==> config.mk <==
export PLATFORM = sky130hd
export DESIGN_NAME = sm4_key_expander
export DESIGN_NICKNAME = d
export VERILOG_FILES = /design/src/rtl/sm4_key_expander.sv
export SDC_FILE = /design/constraint.sdc
export NUM_CORES = 2
export LEC_CHECK = 0
export ABC_AREA = 1
export CORE_AREA = 5 5 449 451
export DETAILED_ROUTE_END_ITERATION = 10
export DIE_AREA = 0 0 454 456
export PLACE_DENSITY_LB_ADDON = 0.12
export REMOVE_ABC_BUFFERS = 1
export SYNTH_ARGS = -nofsm -noshare
export SYNTH_HDL_FRONTEND = slang
export SYNTH_SLANG_ARGS = --single-unit
==> constraint.sdc <==
create_clock -name clk_i -period 9.1 [get_ports clk_i]
set_clock_uncertainty 0.05 [all_clocks]
set_input_delay 1.365 -clock clk_i [delete_from_list [all_inputs] [get_ports clk_i]]
set_output_delay 1.365 -clock clk_i [all_outputs]
set_load 0.05 [all_outputs]
==> src/rtl/sm4_key_expander.sv <==
// SM4 key schedule: master key in, 32 round keys out on a flat bus.
// R chained rounds per cycle; register file kept in encrypt order, reversed at the output mux.
package sm4_encryptor_pkg;
  localparam logic [127:0] key_xor_mask_p = 128'ha3b1bac6_56aa3350_677d9197_b27022dc;

  localparam logic [31:0] key_aux_p [32] = '{
    32'h00070e15, 32'h1c232a31, 32'h383f464d, 32'h545b6269,
    32'h70777e85, 32'h8c939aa1, 32'ha8afb6bd, 32'hc4cbd2d9,
    32'he0e7eef5, 32'hfc030a11, 32'h181f262d, 32'h343b4249,
    32'h50575e65, 32'h6c737a81, 32'h888f969d, 32'ha4abb2b9,
    32'hc0c7ced5, 32'hdce3eaf1, 32'hf8ff060d, 32'h141b2229,
    32'h30373e45, 32'h4c535a61, 32'h686f767d, 32'h848b9299,
    32'ha0a7aeb5, 32'hbcc3cad1, 32'hd8dfe6ed, 32'hf4fb0209,
    32'h10171e25, 32'h2c333a41, 32'h484f565d, 32'h646b7279};

  localparam logic [7:0] sbox_p [256] = '{
    8'hd6,8'h90,8'he9,8'hfe,8'hcc,8'he1,8'h3d,8'hb7,8'h16,8'hb6,8'h14,8'hc2,8'h28,8'hfb,8'h2c,8'h05,
    8'h2b,8'h67,8'h9a,8'h76,8'h2a,8'hbe,8'h04,8'hc3,8'haa,8'h44,8'h13,8'h26,8'h49,8'h86,8'h06,8'h99,
    8'h9c,8'h42,8'h50,8'hf4,8'h91,8'hef,8'h98,8'h7a,8'h33,8'h54,8'h0b,8'h43,8'hed,8'hcf,8'hac,8'h62,
    8'he4,8'hb3,8'h1c,8'ha9,8'hc9,8'h08,8'he8,8'h95,8'h80,8'hdf,8'h94,8'hfa,8'h75,8'h8f,8'h3f,8'ha6,
    8'h47,8'h07,8'ha7,8'hfc,8'hf3,8'h73,8'h17,8'hba,8'h83,8'h59,8'h3c,8'h19,8'he6,8'h85,8'h4f,8'ha8,
    8'h68,8'h6b,8'h81,8'hb2,8'h71,8'h64,8'hda,8'h8b,8'hf8,8'heb,8'h0f,8'h4b,8'h70,8'h56,8'h9d,8'h35,
    8'h1e,8'h24,8'h0e,8'h5e,8'h63,8'h58,8'hd1,8'ha2,8'h25,8'h22,8'h7c,8'h3b,8'h01,8'h21,8'h78,8'h87,
    8'hd4,8'h00,8'h46,8'h57,8'h9f,8'hd3,8'h27,8'h52,8'h4c,8'h36,8'h02,8'he7,8'ha0,8'hc4,8'hc8,8'h9e,
    8'hea,8'hbf,8'h8a,8'hd2,8'h40,8'hc7,8'h38,8'hb5,8'ha3,8'hf7,8'hf2,8'hce,8'hf9,8'h61,8'h15,8'ha1,
    8'he0,8'hae,8'h5d,8'ha4,8'h9b,8'h34,8'h1a,8'h55,8'had,8'h93,8'h32,8'h30,8'hf5,8'h8c,8'hb1,8'he3,
    8'h1d,8'hf6,8'he2,8'h2e,8'h82,8'h66,8'hca,8'h60,8'hc0,8'h29,8'h23,8'hab,8'h0d,8'h53,8'h4e,8'h6f,
    8'hd5,8'hdb,8'h37,8'h45,8'hde,8'hfd,8'h8e,8'h2f,8'h03,8'hff,8'h6a,8'h72,8'h6d,8'h6c,8'h5b,8'h51,
    8'h8d,8'h1b,8'haf,8'h92,8'hbb,8'hdd,8'hbc,8'h7f,8'h11,8'hd9,8'h5c,8'h41,8'h1f,8'h10,8'h5a,8'hd8,
    8'h0a,8'hc1,8'h31,8'h88,8'ha5,8'hcd,8'h7b,8'hbd,8'h2d,8'h74,8'hd0,8'h12,8'hb8,8'he5,8'hb4,8'hb0,
    8'h89,8'h69,8'h97,8'h4a,8'h0c,8'h96,8'h77,8'h7e,8'h65,8'hb9,8'hf1,8'h09,8'hc5,8'h6e,8'hc6,8'h84,
    8'h18,8'hf0,8'h7d,8'hec,8'h3a,8'hdc,8'h4d,8'h20,8'h79,8'hee,8'h5f,8'h3e,8'hd7,8'hcb,8'h39,8'h48};
endpackage

// One key-schedule round: K(i+4) = K(i) ^ L'(tau(K(i+1)^K(i+2)^K(i+3)^CK(i))).
module sm4_key_round
  import sm4_encryptor_pkg::*;
(
  input  logic [31:0] k0,
  input  logic [31:0] k1,
  input  logic [31:0] k2,
  input  logic [31:0] k3,
  input  logic [31:0] ck,
  output logic [31:0] k4
);
  logic [31:0] x, b;
  assign x  = k1 ^ k2 ^ k3 ^ ck;
  assign b  = {sbox_p[x[31:24]], sbox_p[x[23:16]], sbox_p[x[15:8]], sbox_p[x[7:0]]};
  assign k4 = k0 ^ b ^ {b[18:0], b[31:19]} ^ {b[8:0], b[31:9]};
endmodule

module sm4_key_expander
  import sm4_encryptor_pkg::*;
#(
  parameter int unsigned rounds_per_cycle_p = 1,
  parameter bit          out_reg_p          = 1'b0
) (
  input  logic          clk_i,
  input  logic          rst_n_i,
  input  logic          key_v_i,
  output logic          key_ready_o,
  input  logic [127:0]  key_i,
  input  logic          decrypt_i,
  input  logic          clear_i,
  output logic          rk_v_o,
  input  logic          rk_yumi_i,
  output logic [1023:0] rk_o,
  output logic          busy_o
);
  localparam int R = rounds_per_cycle_p;

  if (!(R == 1 || R == 2 || R == 4 || R == 8 || R == 16 || R == 32)) begin : g_bad_r
    $error("sm4_key_expander: rounds_per_cycle_p must be 1, 2, 4, 8, 16 or 32");
  end

  typedef enum logic [1:0] {IDLE, EXPAND, DONE} state_e;

  state_e              state_q, state_d;
  logic                load, step;
  logic [5:0]          cnt_q;
  logic                dec_q;
  logic [0:3][31:0]    win_q, win_last;
  logic [R-1:0][31:0]  rnd_k;
  logic [31:0][31:0]   rk_mem_q;
  logic [31:0][31:0]   rk_mux;

  // Sliding window K(i)..K(i+3) threaded through R chained rounds.
  for (genvar g = 0; g < R; g++) begin : g_rnd
    logic [0:3][31:0] win_in, win_out;
    logic [31:0]      k4;
    if (g == 0) begin : g_first
      assign win_in = win_q;
    end else begin : g_next
      assign win_in = g_rnd[g-1].win_out;
    end
    sm4_key_round u_rnd (
      .k0 (win_in[0]),
      .k1 (win_in[1]),
      .k2 (win_in[2]),
      .k3 (win_in[3]),
      .ck (key_aux_p[cnt_q[4:0] + 5'(g)]),
      .k4 (k4)
    );
    assign win_out  = {win_in[1], win_in[2], win_in[3], k4};
    assign rnd_k[g] = k4;
  end
  assign win_last = g_rnd[R-1].win_out;

  always_ff @(posedge clk_i or negedge rst_n_i) begin
    if (!rst_n_i) begin
      state_q <= IDLE;
      cnt_q   <= '0;
      dec_q   <= 1'b0;
      win_q   <= '0;
    end else begin
      state_q <= state_d;
      if (load) begin
        cnt_q <= '0;
        dec_q <= decrypt_i;
        win_q <= key_i ^ key_xor_mask_p;
      end else if (step) begin
        cnt_q <= cnt_q + 6'(R);
        win_q <= win_last;
      end
    end
  end

  always_ff @(posedge clk_i or negedge rst_n_i) begin
    if (!rst_n_i) begin
      rk_mem_q <= '0;
    end else if (step) begin
      for (int g = 0; g < R; g++) rk_mem_q[cnt_q[4:0] + 5'(g)] <= rnd_k[g];
    end
  end

  // clear_i outranks everything; leaving DONE needs a yumi against a visible valid.
  always_comb begin
    state_d = state_q;
    load    = 1'b0;
    step    = 1'b0;
    unique case (state_q)
      IDLE: begin
        if (!clear_i && key_v_i) begin
          state_d = EXPAND;
          load    = 1'b1;
        end
      end
      EXPAND: begin
        if (clear_i) begin
          state_d = IDLE;
        end else begin
          step = 1'b1;
          if (cnt_q + 6'(R) == 6'd32) state_d = DONE;
        end
      end
      DONE: begin
        if (clear_i || (rk_yumi_i && rk_v_o)) state_d = IDLE;
      end
      default: state_d = IDLE;
    endcase
  end

  assign key_ready_o = (state_q == IDLE);
  assign busy_o      = (state_q == EXPAND);

  always_comb begin
    rk_mux = '0;
    for (int j = 0; j < 32; j++) rk_mux[j] = dec_q ? rk_mem_q[5'(31 - j)] : rk_mem_q[j];
  end

  if (out_reg_p) begin : g_oreg
    logic          out_v_q;
    logic [1023:0] out_q;
    always_ff @(posedge clk_i or negedge rst_n_i) begin
      if (!rst_n_i) begin
        out_v_q <= 1'b0;
        out_q   <= '0;
      end else if (clear_i) begin
        out_v_q <= 1'b0;
      end else if (out_v_q) begin
        if (rk_yumi_i) out_v_q <= 1'b0;
      end else if (state_q == DONE) begin
        out_v_q <= 1'b1;
        out_q   <= rk_mux;
      end
    end
    assign rk_v_o = out_v_q;
    assign rk_o   = out_q;
  end else begin : g_comb_out
    assign rk_v_o = (state_q == DONE);
    assign rk_o   = rk_mux;
  end
endmodule

==> report_table.html <==
<table>
<tr><th>Metric</th><th>Value</th></tr>
<tr><th colspan="2">Global route</th></tr>
<tr><td>Via count of the first global-routing pass</td><td>69500</td></tr>
<tr><td>Global-route wire length before repair</td><td>589 mm</td></tr>
<tr><td>Final global-route overflow total</td><td>0</td></tr>
<tr><td>Initial antenna violation count</td><td>26</td></tr>
<tr><td>Largest net degree at the start of global routing</td><td>173</td></tr>
<tr><td>Total global-route track usage</td><td>40.1%</td></tr>
<tr><th colspan="2">Die</th></tr>
<tr><td>Initial Util</td><td>36.7%</td></tr>
<tr><td>X dimension of the die</td><td>454 um</td></tr>
<tr><td>Ports</td><td>1161</td></tr>
<tr><td>Count of standard-cell rows</td><td>163</td></tr>
<tr><td>Die area</td><td>207000 um^2</td></tr>
<tr><td>Die Span Y</td><td>456 um</td></tr>
<tr><td>Total core area</td><td>197000 um^2</td></tr>
<tr><th colspan="2">Timing</th></tr>
<tr><td>Endpoints failing hold</td><td>0</td></tr>
<tr><td>Crit path time final</td><td>6.17 ns</td></tr>
<tr><td>Upper clock frequency limit</td><td>0.162 GHz</td></tr>
<tr><td>Max Transition Viols Final</td><td>0</td></tr>
<tr><td>RSZ-0062 raised after global routing</td><td>false</td></tr>
<tr><td>Ratio of final minimum period to clock period</td><td>67.8%</td></tr>
<tr><td>Headroom to the max-slew limit</td><td>4.98%</td></tr>
<tr><td>Final setup violation count</td><td>0</td></tr>
<tr><td>Post-route worst hold slack</td><td>0.425 ns</td></tr>
<tr><td>Worst slew pin tran</td><td>1.42 ns</td></tr>
<tr><th colspan="2">Synth</th></tr>
<tr><td>Yosys reg bits</td><td>1161</td></tr>
<tr><td>Cells after synthesis</td><td>9570</td></tr>
<tr><td>Top flip-flop cell by instance count after synthesis</td><td>sky130_fd_sc_hd__dfrtp_1</td></tr>
<tr><td>Mean area per synthesized cell</td><td>7.55 um^2</td></tr>
<tr><td>Number of different library cells in the post-synthesis netlist</td><td>44</td></tr>
<tr><td>Share of synthesized area occupied by flip-flops and latches</td><td>40.2%</td></tr>
<tr><td>Number of warnings printed during yosys synthesis</td><td>0</td></tr>
<tr><td>Post-synthesis instance area</td><td>72200 um^2</td></tr>
<tr><td>Fraction of synthesis flops using an asynchronous set or reset pin</td><td>100%</td></tr>
<tr><td>Number of flops mapped to enable cells by yosys</td><td>0</td></tr>
<tr><th colspan="2">Setup path</th></tr>
<tr><td>Arr. time, crit path</td><td>6.82 ns</td></tr>
<tr><td>Slowest cell on crit path</td><td>sky130_fd_sc_hd__nand3_2</td></tr>
<tr><td>Reg2reg start</td><td>cnt_q[1]</td></tr>
<tr><td>Launching element of the worst setup path</td><td>cnt_q[1]</td></tr>
<tr><td>CP cell instances</td><td>buf_4 &gt; inv_2 &gt; ha_1 &gt; inv_2 &gt; nand2_1 &gt; nand2_1 &gt; nand2_1 &gt; nand2_4 &gt; buf_4 &gt; nand3_1 &gt; nand3_1 &gt; nand3_1 &gt; nand3_1 &gt; nand3_1 &gt; nand2_2 &gt; nand2_1 &gt; nand2_1 &gt; nand3_2 &gt; buf_4 &gt; nand3_1 &gt; nand2_1</td></tr>
<tr><td>Maximum net fanout on the critical path</td><td>49</td></tr>
<tr><td>Slowest cell delay on critical path</td><td>0.79 ns</td></tr>
<tr><td>Critical Path Start Type</td><td>register</td></tr>
<tr><td>Data required, critical path</td><td>9.75 ns</td></tr>
<tr><td>Capturing element type of the critical path</td><td>register</td></tr>
<tr><td>Type of the worst setup path</td><td>reg -&gt; reg</td></tr>
<tr><th colspan="2">Hold path</th></tr>
<tr><td>Classification of the worst-slack hold path</td><td>reg -&gt; reg</td></tr>
<tr><td>Hold Path Origin</td><td>rk_mem_q[521]</td></tr>
<tr><th colspan="2">Clock network</th></tr>
<tr><td>Clock H-tree levels</td><td>4</td></tr>
<tr><td>Post-cts repair resize count</td><td>0</td></tr>
<tr><td>Setup repair bufs after CTS</td><td>0</td></tr>
<tr><td>Maximum count of clock buffers along a single path</td><td>3</td></tr>
<tr><td>Clock tree root buffer cell</td><td>sky130_fd_sc_hd__clkbuf_16</td></tr>
<tr><td>Clk sink count</td><td>1161</td></tr>
<tr><td>Post-CTS Hold Fix Bufs</td><td>0</td></tr>
<tr><td>CTS buffer count</td><td>140</td></tr>
<tr><td>Worst-path clk slew</td><td>0.06 ns</td></tr>
<tr><td>TritonCTS clock tree</td><td>yes</td></tr>
<tr><td>Skew-Pair Late Insertion Delay</td><td>0.83 ns</td></tr>
<tr><th colspan="2">Layout</th></tr>
<tr><td>Most frequent standard cell in the layout excluding fill and tap cells</td><td>sky130_fd_sc_hd__nand2_1</td></tr>
<tr><td>Growth of design area from synthesis to finish</td><td>19.2%</td></tr>
<tr><td>Fin util</td><td>43.7%</td></tr>
<tr><td>Commonest non-fill, non-tap cells in the layout</td><td>3581 x sky130_fd_sc_hd__nand2_1, 2096 x sky130_fd_sc_hd__nand3_1, 1160 x sky130_fd_sc_hd__dfrtp_1</td></tr>
<tr><td>Fraction of layout instances using a drive strength above 1</td><td>11.4%</td></tr>
<tr><td>Final layout net count</td><td>10000</td></tr>
<tr><th colspan="2">Drt</th></tr>
<tr><td>Vias post-DR</td><td>73300</td></tr>
<tr><td>Drt pass-1 iters</td><td>7</td></tr>
<tr><td>Mean routed wirelength per cell</td><td>34.2 um</td></tr>
<tr><td>DRT Wirelength</td><td>431 mm</td></tr>
<tr><td>Count of routing violations after the opening detailed-route iteration</td><td>9376</td></tr>
<tr><td>Average vias per placed instance</td><td>5.83</td></tr>
<tr><td>Post-DRT Antenna Nets</td><td>0</td></tr>
<tr><td>DRC violations left</td><td>0</td></tr>
<tr><th colspan="2">Placed design</th></tr>
<tr><td>Final Wtd Congestion</td><td>1.01</td></tr>
<tr><td>Total half-perimeter wirelength after legalization and detailed placement</td><td>296 mm</td></tr>
<tr><td>Count of input and output buffers</td><td>1160</td></tr>
<tr><th colspan="2">Status</th></tr>
<tr><td>Outcome</td><td>complete, no violations</td></tr>
<tr><th colspan="2">Flow run</th></tr>
<tr><td>Max Cap Viol</td><td>0</td></tr>
</table>
## state kept, by name (all words and copies together) (netlist names)
signal        cells
state_q           2
g_rnd.win_in    128
rk_mem_q       1024
dec_q             1
cnt_q             6
## metrics by stage
step / area (um^2) / worst slack (ns) / cells / TNS, ns
2_1_floorplan: 64900 / -4.70 / 8385 / -2565.64
3_3_place_gp: 81300 / 2.52 / 12300 / 0
3_5_place_dp: 81300 / 2.50 / 12300 / 0
4_1_cts: 86000 / 3.24 / 12600 / 0
5_1_grt: 86100 / 2.84 / 12600 / 0
6_report: 86100 / 2.93 / 12600 / 0
## logic make-up after synthesis
| group | count (synthesis) | share of synthesized area [%] |
|---|---|---|
| multiplexers | 512 | 7.98 |
| adder cells (fa/ha/maj) | 54 | 0.936 |
| buffers and inverters | 1575 | 12.2 |
| AO/OA/AOI/OAI | 225 | 2.15 |
| flip-flops | 1161 | 40.2 |
| XOR/XNOR | 32 | 0.471 |
| AND/OR/NAND/NOR | 6011 | 36.0 |
## worst max-delay path, delay by kind of cell (launching register included)
family        cells  cell delay, ns
fa+ha+maj         1            0.39
simple gates     15            3.18
flops             1            0.65
buf+inv           5            1.65
## layer usage
layer | routed length, um | GRT usage [%] | share of wire, %
met1 | 164000 | 49.7 | 38
met2 | 189000 | 61.0 | 44
met3 | 42000 | 10.6 | 9.8
met4 | 35900 | 26.9 | 8.3
met5 | 37 | 0 | 0.0086
## cells in the mapped netlist, types with 3 or more instances
library cell / number / area [um^2]
sky130_fd_sc_hd__nand3_4: 4 / 70.1
sky130_fd_sc_hd__o21ai_1: 8 / 40.0
sky130_fd_sc_hd__xor2_1: 11 / 96.3
sky130_fd_sc_hd__nor2_1: 129 / 484
sky130_fd_sc_hd__o22ai_1: 20 / 125
sky130_fd_sc_hd__ha_1: 54 / 676
sky130_fd_sc_hd__nand3_2: 59 / 591
sky130_fd_sc_hd__clkbuf_1: 266 / 998
sky130_fd_sc_hd__nand2_1: 3593 / 13500
sky130_fd_sc_hd__nand3_1: 2100 / 10500
sky130_fd_sc_hd__buf_2: 188 / 941
sky130_fd_sc_hd__nand4_1: 12 / 75.1
sky130_fd_sc_hd__a21oi_1: 49 / 245
sky130_fd_sc_hd__buf_1: 73 / 274
sky130_fd_sc_hd__nor2_4: 5 / 56.3
sky130_fd_sc_hd__o21ai_0: 34 / 170
sky130_fd_sc_hd__or2_2: 3 / 18.8
sky130_fd_sc_hd__buf_6: 50 / 563
sky130_fd_sc_hd__o211ai_1: 14 / 105
sky130_fd_sc_hd__o221ai_1: 95 / 832
sky130_fd_sc_hd__mux2_2: 512 / 5770
sky130_fd_sc_hd__inv_2: 45 / 169
sky130_fd_sc_hd__nand3b_1: 9 / 67.6
sky130_fd_sc_hd__buf_4: 607 / 4560
sky130_fd_sc_hd__dfrtp_1: 1161 / 29100
sky130_fd_sc_hd__xnor2_1: 16 / 140
sky130_fd_sc_hd__nand2_4: 6 / 67.6
sky130_fd_sc_hd__clkinv_1: 5 / 18.8
sky130_fd_sc_hd__nor2_2: 10 / 62.6
sky130_fd_sc_hd__inv_1: 338 / 1270
sky130_fd_sc_hd__nand2_2: 78 / 488
## layout make-up
type                            count  area, um^2
Antenna cell                        7        17.5
Clock buffer                      210        4130
Clock inverter                     38         547
Fill cell                       19800      111000
Inverter                          390        1470
Multi-Input combinational cell   6834       34700
Sequential cell                  1161       29100
Tap cell                         2640        3300
Timing Repair Buffer             1303       12800
## path summary, 6_finish.rpt
check / to / slack [ns] / depth (start not counted)
worst max-delay path: g_rnd[0].win_in[31] / 2.93 / 21
worst max register to register: g_rnd[0].win_in[31] / 2.93 / 21
worst min-delay path: rk_mem_q[521] / 0.42 / 2
worst min register to register: rk_mem_q[521] / 0.42 / 2
min in group asynchronous: rk_mem_q[183] / 0.48 / 1
max in group asynchronous: rk_mem_q[367] / 6.18 / 3
Power is not shown: default switching activity piles up to over one toggle a cycle in this logic, so the estimate is an artifact.
